[config.mk]
export PLATFORM = sky130hd
export DESIGN_NAME = ds_frame_packer
export DESIGN_NICKNAME = d
export VERILOG_FILES = /design/src/rtl/ds_pkg.sv /design/src/rtl/sync_word_fifo.sv /design/src/rtl/ds_frame_packer.sv
export SDC_FILE = /design/constraint.sdc
export NUM_CORES = 1
export LEC_CHECK = 0
export CAP_MARGIN = 5
export CORE_MARGIN = 2
export CORE_UTILIZATION = 45
export DETAILED_ROUTE_END_ITERATION = 7
export GPL_TIMING_DRIVEN = 0
export PLACE_DENSITY = 0.74
export SYNTH_ARGS = -nofsm -noshare
export SYNTH_HDL_FRONTEND = slang
export SYNTH_SLANG_ARGS = --single-unit
export TNS_END_PERCENT = 30
[constraint.sdc]
create_clock -name clock -period 2.65 [get_ports clock]
set_input_delay 0.3975 -clock clock [delete_from_list [all_inputs] [get_ports clock]]
set_output_delay 0.3975 -clock clock [all_outputs]
set_load 0.005 [all_outputs]
[src/rtl/ds_pkg.sv]
// rtl/ds_pkg.sv - shared constants and FIFO entry type for the downsampled frame packer
package ds_pkg;

  localparam int DS_IMG_W           = 400;
  localparam int DS_IMG_H           = 300;
  localparam int DS_WORDS_PER_FRAME = DS_IMG_W * DS_IMG_H / 4;
  localparam int DS_WADDR_W         = 15;

  typedef struct packed {
    logic [DS_WADDR_W:0] addr;
    logic [31:0]         data;
  } ds_fifo_entry_t;

endpackage

[src/rtl/sync_word_fifo.sv]
// rtl/sync_word_fifo.sv - first-word fall-through synchronous FIFO with full/empty flags
module sync_word_fifo #(
  parameter int WIDTH = 32,
  parameter int DEPTH = 4
) (
  input  logic             clock,
  input  logic             reset,
  input  logic             push,
  input  logic [WIDTH-1:0] push_data,
  input  logic             pop,
  output logic [WIDTH-1:0] pop_data,
  output logic             full,
  output logic             empty
);

  localparam int AW = $clog2(DEPTH);

  logic [AW:0]      wr_ptr_q, wr_ptr_d;
  logic [AW:0]      rd_ptr_q, rd_ptr_d;
  logic [WIDTH-1:0] mem_q [DEPTH];
  logic             wr_en, rd_en;

  always_comb begin
    empty = (wr_ptr_q == rd_ptr_q);
    full  = (wr_ptr_q[AW] != rd_ptr_q[AW]) && (wr_ptr_q[AW-1:0] == rd_ptr_q[AW-1:0]);
    rd_en = pop && !empty;
    // A full FIFO still takes a write when the same cycle frees a slot.
    wr_en = push && (!full || rd_en);
    wr_ptr_d = wr_en ? wr_ptr_q + (AW+1)'(1) : wr_ptr_q;
    rd_ptr_d = rd_en ? rd_ptr_q + (AW+1)'(1) : rd_ptr_q;
    pop_data = empty ? '0 : mem_q[rd_ptr_q[AW-1:0]];
  end

  always_ff @(posedge clock) begin
    if (reset) begin
      wr_ptr_q <= '0;
      rd_ptr_q <= '0;
    end else begin
      wr_ptr_q <= wr_ptr_d;
      rd_ptr_q <= rd_ptr_d;
    end
  end

  always_ff @(posedge clock) begin
    if (wr_en) mem_q[wr_ptr_q[AW-1:0]] <= push_data;
  end

endmodule

[src/rtl/ds_frame_packer.sv]
// rtl/ds_frame_packer.sv - packs 4 downsampled pixels per word, addresses them and ping-pongs buffers
module ds_frame_packer
  import ds_pkg::*;
#(
  parameter int IMG_W      = DS_IMG_W,
  parameter int IMG_H      = DS_IMG_H,
  parameter int WADDR_W    = DS_WADDR_W,
  parameter int FIFO_DEPTH = 4
) (
  input  logic               clock,
  input  logic               reset,
  input  logic               in_valid,
  input  logic [7:0]         in_data,
  input  logic               in_blank,
  output logic               out_valid,
  input  logic               out_ready,
  output logic [31:0]        out_data,
  output logic [WADDR_W:0]   out_addr,
  output logic               frame_done,
  output logic               rd_buffer,
  output logic               overflow
);

  localparam int                 WORDS    = IMG_W * IMG_H / 4;
  localparam int                 EW       = WADDR_W + 1 + 32;
  localparam logic [WADDR_W-1:0] LAST_IDX = WADDR_W'(WORDS - 1);

  logic [1:0]         lane_q, lane_d;
  logic [23:0]        pack_q, pack_d;
  logic [WADDR_W-1:0] word_idx_q, word_idx_d;
  logic               wbuf_q, wbuf_d;
  logic               rd_buffer_q, rd_buffer_d;
  logic               frame_done_q, frame_done_d;
  logic               overflow_q, overflow_d;
  logic               accept, push, pop, fifo_full, fifo_empty;
  logic [EW-1:0]      push_entry, pop_entry;

  always_comb begin
    accept       = in_valid && !in_blank;
    push         = accept && (lane_q == 2'd3);
    pop          = !fifo_empty && out_ready;
    // Lanes 0..2 live in the pack register; lane 3 joins straight from the input.
    push_entry   = {wbuf_q, word_idx_q, in_data, pack_q};
    lane_d       = lane_q;
    pack_d       = pack_q;
    word_idx_d   = word_idx_q;
    wbuf_d       = wbuf_q;
    rd_buffer_d  = rd_buffer_q;
    frame_done_d = 1'b0;
    overflow_d   = overflow_q;
    if (accept) begin
      lane_d = lane_q + 2'd1;
      case (lane_q)
        2'd0:    pack_d[7:0]   = in_data;
        2'd1:    pack_d[15:8]  = in_data;
        2'd2:    pack_d[23:16] = in_data;
        default: pack_d        = pack_q;
      endcase
    end
    // Dropped words still consume an index so later addresses stay aligned.
    if (push) begin
      if (fifo_full && !pop) overflow_d = 1'b1;
      if (word_idx_q == LAST_IDX) begin
        word_idx_d   = '0;
        frame_done_d = 1'b1;
        rd_buffer_d  = wbuf_q;
        wbuf_d       = !wbuf_q;
      end else begin
        word_idx_d = word_idx_q + WADDR_W'(1);
      end
    end
  end

  always_ff @(posedge clock) begin
    if (reset) begin
      lane_q       <= '0;
      pack_q       <= '0;
      word_idx_q   <= '0;
      wbuf_q       <= 1'b0;
      rd_buffer_q  <= 1'b1;
      frame_done_q <= 1'b0;
      overflow_q   <= 1'b0;
    end else begin
      lane_q       <= lane_d;
      pack_q       <= pack_d;
      word_idx_q   <= word_idx_d;
      wbuf_q       <= wbuf_d;
      rd_buffer_q  <= rd_buffer_d;
      frame_done_q <= frame_done_d;
      overflow_q   <= overflow_d;
    end
  end

  sync_word_fifo #(
    .WIDTH (EW),
    .DEPTH (FIFO_DEPTH)
  ) u_fifo (
    .clock     (clock),
    .reset     (reset),
    .push      (push),
    .push_data (push_entry),
    .pop       (pop),
    .pop_data  (pop_entry),
    .full      (fifo_full),
    .empty     (fifo_empty)
  );

  assign out_valid  = !fifo_empty;
  assign out_data   = pop_entry[31:0];
  assign out_addr   = pop_entry[EW-1:32];
  assign frame_done = frame_done_q;
  assign rd_buffer  = rd_buffer_q;
  assign overflow   = overflow_q;

endmodule

Yosys cells after proc, flatten, opt, wreduce, memory -nomap -nowiden:

Memory sizes are Yosys's and may differ from the RTL's. A register that Yosys moved wholly into a read port is not among the register bits.
Index checks and enable logic that the tools add are counted.

* bits in registers: 51
* memory bits (writable): 192
* output and inout port bits: 52
* word-level logic and storage cells: 51
* memories kept: 1

Memory list
* u_fifo.mem_q: words 4, bits a word 48, rd ports 1, clocked after Yosys merged registers in 1, wr ports 1, line sync_word_fifo.sv:20 `logic [WIDTH-1:0] mem_q [DEPTH];`

* add/subtract/negate cells: 4
* equality and inequality tests: 7
* muxes and demuxes: 7
* bitwise operators: 1
* reduce and logical (&&, ||, !) cells: 20

Operators with widths (count)
* 48-bit 2-to-1 mux: 1
* 15-bit by 1-bit adder with 15-bit output, second input constant: 1
* 15-bit equality test, second input constant: 1
* 15-bit 2-to-1 mux: 1
* 2-bit AND reduction: 5
* 1-bit logical AND: 7
* 3-bit by 1-bit adder with 3-bit output, second input constant: 2
* 1-bit zero test: 5
* 2-bit equality test, second input constant: 2
* 2-bit 2-to-1 mux: 2
* 3-bit equality test: 1
* 1-bit 2-to-1 mux: 3
* 2-bit by 1-bit adder with 2-bit output, second input constant: 1
* 2-bit by 1-bit equality test with 1-bit output, second input constant: 1
* 2-bit equality test: 1
* 2-bit zero test: 1
* 2-bit OR reduction: 1
* 1-bit logical OR: 1
* 1-bit inequality test: 1
* 1-bit NOT: 1

Longest topological paths before layout:

Gate-level depths: netlist (run 1).

* depth in word-level cells: 8
* gate-level depth with buffers: 7
* gate-level depth less buffers: 5

Modules after synthesis:

Synthesis (run 1) repeated with hierarchy kept, for this count alone.

* cells, all modules: 576
* area, all modules: 9579.2 µm²

Modules (own cells, without submodules)
* sync_word_fifo: instances 1, cells each 357, area an instance 7723.7 µm², sequential area each 5925.7 µm²
* ds_frame_packer: instances 1, cells each 219, area an instance 1855.5 µm², sequential area each 900.9 µm²

Worst setup path before layout (run 1):

OpenSTA, ideal clock, no wires.

* kind: register to register
* start: register lane_q[0]
* end: memory u_fifo.mem_q[3][0] (netlist name), enable pin
* setup time: 0.411 ns
* data arrival time: 2.327 ns
* data required time: 2.239 ns
* path slack: -0.088 ns
* stages on the path, launching flop included: 5
* path buffers: 0
* period minus slack after synthesis: 2.738 ns
* cells stage by stage: dfxtp_1 > ha_1 > nand3b_1 > a41oi_1 > and2_1

* longest elaborated chain between the ends: 5

Ends and longest elaborated chain
* from (decl): line ds_frame_packer.sv:28 `logic [1:0] lane_q, lane_d;`
* from (signal assigned): line ds_frame_packer.sv:84 `lane_q <= lane_d;`
* 2-bit equality test: line ds_frame_packer.sv:40 `push = accept && (lane_q == 2'd3);`
* 1-bit logical AND: line ds_frame_packer.sv:40
* 1-bit logical AND: line sync_word_fifo.sv:28 `wr_en = push && (!full || rd_en);`
* 1-bit 2-to-1 mux: line sync_word_fifo.sv:45 `if (wr_en) mem_q[wr_ptr_q[AW-1:0]] <= push_data;`
* 1-bit 2-to-1 mux (not written as such): line sync_word_fifo.sv:45
* to (decl): line sync_word_fifo.sv:20

Every way passes these cells.

Final worst setup path (run 1):

* start: register u_fifo.rd_ptr_q[2]
* end: output port out_data[31]

* longest elaborated chain between the ends: 2

Ends and longest elaborated chain
* from (decl): line sync_word_fifo.sv:19 `logic [AW:0] rd_ptr_q, rd_ptr_d;`
* from (signal assigned): line sync_word_fifo.sv:40 `rd_ptr_q <= rd_ptr_d;`
* 3-bit equality test: line sync_word_fifo.sv:24 `empty = (wr_ptr_q == rd_ptr_q);`
* 48-bit 2-to-1 mux: line sync_word_fifo.sv:31 `pop_data = empty ? '0 : mem_q[rd_ptr_q[AW-1:0]];`
* to (decl): line ds_frame_packer.sv:17 `output logic [31:0] out_data,`

Every way passes these cells.

==> impl_metrics.tcl, run 1 <==
set metrics [dict create \
    yosys_warnings 0 \
    totalWireLength_um 19590 \
    top_layer "met4" \
    p_per_area_mw_per_mm2 654.3 \
    violations "negative setup slack" \
    clockBufferDepth 3 \
    numCtsBuffers 24 \
    core_mm2 0.02096 \
    yosys.area.top_type "edfxtp_1" \
    grt_max_degree 50 \
    max_slew_margin_pct 53.09 \
    dr_wl_met2_um 9797 \
    area_growth_pct 23.68 \
    power.total_w 0.007728 \
    hold_ws_ns 0.3673 \
    end_kind "output pin" \
    fmax_mhz 373.4 \
    period_share_pct 101.1 \
    m1WireLength_um 8045 \
    rrSetupSlack_ns 0.17 \
    critPathRequiredTime_ns 2.25 \
    hpwl_um 11810 \
    wl_met3_um 1174 \
    async_flop_share_pct 0 \
    cts_tree "done" \
    skew_ns 0.01034 \
    r2r_start "lane_q[0]$_SDFFE_PP0P_" \
    critical_path_class "reg -> out" \
    synth_nets 595 \
    ys_seq_area_share_pct 71.49 \
    p_leak_nw 3.965 \
    hold_viol 0 \
    htreeDepth 1 \
    synth_cell_types 41 \
    hold_path.class "in -> reg" \
    layout.nets 701 \
    num-fill-cells 1641 \
    first_iter_violations 405 \
    portBuffers 63 \
    synth_ff_type "edfxtp_1" \
    cts_sinks 245 \
    first_global_vias 5537 \
    worst_slew_pin_slew_ns 0.6977 \
    cp-start-kind "register" \
    synth_cells 572 \
    grt_pass1_wl_um 30260 \
    syn_area_per_cell_um2 16.69 \
    start_util_pct 45.57 \
    syn_area_mm2 0.009549 \
    final_cells 971 \
    gp_congestion 0.8419 \
    num_vias 5273 \
    worstSkewPairLatency_ns 0.51 \
    rsz0062_at_grt "true" \
    row_count 53 \
    fp.dieW_um 149.7 \
    synth_top_area_share_pct 60.38 \
    viasPerCell 5.430 \
    ys_top_cells_by_count "edfxtp_1, dfxtp_1, mux4_2" \
    ff2ff_path_depth 5 \
    drtPass1Iterations 5 \
    critPathCapture "out_data[31]" \
    die_area_mm2 0.02240 \
    fin_ws_ns -0.02815 \
    hold_buffers 0 \
    antenna_found_initial 0 \
    synth_edf_count 192 \
    clock-root-buffer "clkbuf_16" \
    wl_per_cell_um 20.17 \
    ir_drop_uv 497.0 \
    drv_slew 0 \
    critPathMaxFanout 10 \
    place_inst 912 \
    die_h_um 149.7 \
    diodes 0 \
    layout-drive-gt1-share_pct 21.55 \
    setup-violations-final 1 \
    route.detailed.drc 0 \
    fin_crit_ns 2.678 \
    outcome "finished, violations left" \
    maxCapViolCount 0 \
    postRouteAntennaNets 0 \
    worst-endpoint-arrival_ns 2.28 \
    worstReg2RegEnd "u_fifo.mem_q[1][35]$_DFFE_PP_" \
    ys_ff_latch 245 \
    crit_start "u_fifo.rd_ptr_q[2]$_SDFFE_PP0N_" \
    synth_area_leaders "edfxtp_1, mux4_2, dfxtp_1" \
    track_usage_pct 17.66 \
    setup_tns_ns -0.02815 \
    clk_pin_slew_ns 0.06 \
    overflow 0 \
    synth.most_common_cell "edfxtp_1" \
    pin_count 65 \
]
[worst max-delay path: stages, from the launching register on]
cell and delay, ns:
dfxtp_4 0.39, xor2_4 0.26, nor3_4 0.08, buf_4 0.14, clkbuf_8 0.14, buf_8 0.14
nor2b_1 0.12, clkdlybuf4s50_1 0.51
[power breakdown]
part	internal (W)	switching [W]
combinational	0.0000481	0.0000784
sequential	0.00411	0.0000155
clock	0.00210	0.00138
total	0.00626	0.00147
[layout make-up]
cell class / count / area, um^2 / share of cell area [%]
Tap cell: 275 / 344.1 / 2.913
Inverter: 12 / 45.04 / 0.3814
Multi-Input combinational cell: 290 / 2660 / 22.52
Clock inverter: 6 / 33.78 / 0.2860
Sequential cell: 245 / 6848 / 57.98
Timing Repair Buffer: 78 / 817.0 / 6.918
Buffer: 27 / 254.0 / 2.151
Clock buffer: 38 / 808.3 / 6.844
[worst min path at each step]
stage	from	end	slack (ns)	depth (start not counted)
2_1_floorplan	pack_q[0]$_SDFFE_PP0P_	u_fifo.mem_q[0][0]$_DFFE_PP_	0.46	0
3_3_place_gp	pack_q[20]$_SDFFE_PP0P_	u_fifo.mem_q[2][20]$_DFFE_PP_	0.47	0
3_5_place_dp	u_fifo.wr_ptr_q[2]$_SDFFE_PP0P_	u_fifo.wr_ptr_q[2]$_SDFFE_PP0P_	0.48	2
4_1_cts	reset	pack_q[16]$_SDFFE_PP0P_	0.34	2
5_1_grt	reset	pack_q[17]$_SDFFE_PP0P_	0.38	2
6_report	reset	pack_q[17]$_SDFFE_PP0P_	0.37	2
[registers in the layout, summed over array words and instances, names as in the netlist, named ones only]
signal,cells
rd_buffer,1
frame_done,1
u_fifo.rd_ptr_q,3
overflow,1
u_fifo.mem_q,192
wbuf_q,1
lane_q,2
word_idx_q,15
u_fifo.wr_ptr_q,3
pack_q,24
[per-layer routing]
metal / track usage (%) / vias up
met5: 0 / -
met2: 30.07 / 174
met4: 5.708 / 0
li1: - / 2381
met1: 23.14 / 2669
met3: 3.232 / 49
[stage by stage]
| stage | area (um^2) | utilization (%) | setup WS (ns) |
|---|---|---|---|
| 5_1_grt | 11810 | 56.36 | -0.1285 |
| 3_3_place_gp | 10530 | 50.23 | -1.442 |
| 4_1_cts | 11730 | 55.98 | -0.008110 |
| 2_1_floorplan | 9552 | - | -0.07468 |
| 6_report | 11810 | 56.36 | -0.02815 |
| 3_5_place_dp | 10570 | 50.44 | -0.6663 |
[timing repair]
item                                    4_1_cts  5_1_grt
buffers inserted                             11        0
endpoints found under the setup margin      198      180
pin swaps                                     1        3
gates cloned                                  2        2
resized for setup                            87       17
[logic make-up after synthesis]
kind of cell	share of synthesized area, %
flip-flops	71.49
AND/OR/NAND/NOR	9.408
multiplexers	11.64
buffers and inverters	1.808
AO/OA/AOI/OAI	2.424
XOR/XNOR	1.926
adder cells (fa/ha/maj)	1.310
[cell usage in the layout (no fill, tap or decap), drive strengths merged, types with 10 or more instances in the layout]
master,n
nand3,30
a21oi,27
ha,10
nand2,34
nor2b,42
inv,13
dfxtp,53
edfxtp,192
buf,24
xnor2,14
clkdlybuf4s50,33
dlygate4sd2,22
nor2,27
mux4,48
clkbuf,54
Note: power is estimated with default switching activity, not from simulation.
==> inputs of run 2 (changes only) <==
- CTS_BUF_LIST: not set -> sky130_fd_sc_hd__clkbuf_16
- PLACE_DENSITY: 0.74 -> 0.69
- clock period: 2.65 -> 2.8 ns (I/O delays scaled with it)
==> run 2 against run 1 <==
Compared with the run above: the flow now finishes without violations; non-clock buffer count shrank 3; global-route usage fell by 0.29 points; hold slack better by 0.043 ns; sequential power down 5.3%; highest routed layer unchanged; register-to-register slack lost 0.06 ns; critical path type unchanged; clock power shrank 11%; core utilization shrank 0.98 points; combinational power is 8% lower; cell count is 0.41% lower; largest cell class unchanged; via count down 1.7%.
==> impl_metrics.tcl, run 2 (same netlist as run 1, synthesis figures left out) <==
set metrics [dict create \
    row_count 53 \
    wl_per_cell_um 19.59 \
    critical_path_class "reg -> out" \
    period_share_pct 96.95 \
    hold_path.class "in -> reg" \
    fmax_mhz 368.4 \
    start_util_pct 45.57 \
    fin_crit_ns 2.715 \
    setup_tns_ns 0 \
    critPathRequiredTime_ns 2.38 \
    rsz0062_at_grt "true" \
    maxCapViolCount 0 \
    setup-violations-final 0 \
    totalWireLength_um 18940 \
    wl_met3_um 1053 \
    route.detailed.drc 0 \
    htreeDepth 1 \
    layout-drive-gt1-share_pct 19.22 \
    grt_pass1_wl_um 29960 \
    ir_drop_uv 438.9 \
    gp_congestion 0.8178 \
    cts_sinks 245 \
    top_layer "met4" \
    outcome "completed" \
    clock-root-buffer "clkbuf_16" \
    worst_slew_pin_slew_ns 0.6663 \
    regArea_mm2 0.006835 \
    first_iter_violations 321 \
    p_per_area_mw_per_mm2 613.2 \
    placed_area_mm2 0.01061 \
    worst-endpoint-arrival_ns 2.29 \
    layout_commonest_cell "edfxtp_1" \
    area_growth_pct 21.53 \
    pre_cts_ws_ns -0.3865 \
    antenna_found_initial 0 \
    postRouteAntennaNets 0 \
    hpwl_um 12050 \
    grt_max_degree 29 \
    largest_reg_flops 192 \
    portBuffers 63 \
    worstSkewPairLatency_ns 0.51 \
    multi_input_area_mm2 0.002596 \
    cp-start-kind "register" \
    m1WireLength_um 8159 \
    num_vias 5185 \
    hold_buffers 0 \
    end_kind "output pin" \
    overflow 0 \
    clk_pin_slew_ns 0.06 \
    fp.dieW_um 149.7 \
    diodes 0 \
    dr_wl_met2_um 9399 \
    skew_ns 0.008877 \
    num-fill-cells 1687 \
    finalInstanceArea_mm2 0.01160 \
    p_leak_nw 3.728 \
    layout.nets 697 \
    track_usage_pct 17.38 \
    first_global_vias 5335 \
    clockBufferDepth 3 \
    fin_ws_ns 0.08539 \
    numCtsBuffers 25 \
    drv_slew 0 \
    die_area_mm2 0.02240 \
    hold_viol 0 \
    critPathMaxFanout 10 \
    drtPass1Iterations 4 \
    cts_tree "done" \
    pin_count 65 \
    final_cell_mix "edfxtp_1, clkdlybuf4s50_1, mux4_2, dfxtp_1, nor2b_1" \
    core_mm2 0.02096 \
    max_slew_margin_pct 55.20 \
    die_h_um 149.7 \
    viasPerCell 5.362 \
]
==> run 2: critical path, stage by stage, from the launching register on <==
cell and delay, ns:
dfxtp_4 0.37, buf_4 0.24, mux4_2 0.55, and2b_1 0.17, clkdlybuf4s50_1 0.44
==> run 2: routing by layer <==
layer  global-route usage, %  up-vias
li1                        -     2373
met5                       0        -
met4                   3.538        0
met2                   29.56      135
met1                   23.86     2649
met3                   2.957       28
==> run 2: worst paths after layout <==
| path | slack, ns | end | from | cells past startpoint |
|---|---|---|---|---|
| hold reg to reg | 0.50 | pack_q[11]$_SDFFE_PP0P_ | pack_q[11]$_SDFFE_PP0P_ | 2 |
| setup reg to reg | 0.11 | u_fifo.mem_q[3][6]$_DFFE_PP_ | lane_q[0]$_SDFFE_PP0P_ | 5 |
| setup / recovery | 0.09 | out_data[7] | register | 4 |
| hold / removal | 0.41 | pack_q[16]$_SDFFE_PP0P_ | reset | 2 |
==> run 2: power breakdown <==
part / internal (W) / switching, W / total [W]
clock network: 0.00178 / 0.00131 / 0.00309
logic: 0.0000442 / 0.0000722 / 0.000116
registers: 0.00390 / 0.0000149 / 0.00391
==> run 2: through the flow <==
step	std cells	hold WS (ns)	utilization [%]	power (W)
2_1_floorplan	572	0.4600	-	0.004045
3_3_place_gp	910	0.4664	50.22	0.004097
3_5_place_dp	914	0.4878	50.63	0.004104
4_1_cts	964	0.3781	55.08	0.007169
5_1_grt	967	0.4120	55.38	0.007332
6_report	967	0.4101	55.38	0.007116
==> run 2: final cells by class <==
type / count / area share [%]
Inverter: 12 / 0.3881
Sequential cell: 245 / 58.90
Timing Repair Buffer: 76 / 6.911
Tap cell: 275 / 2.965
Buffer: 26 / 1.833
Multi-Input combinational cell: 288 / 22.37
Clock inverter: 17 / 0.5930
Clock buffer: 28 / 6.038
==> run 2: timing repair <==
action	in CTS	in global routing
buffers inserted	5	3
resized for setup	39	7
endpoints found under the setup margin	49	125
cloned	0	1
pin swaps	2	0
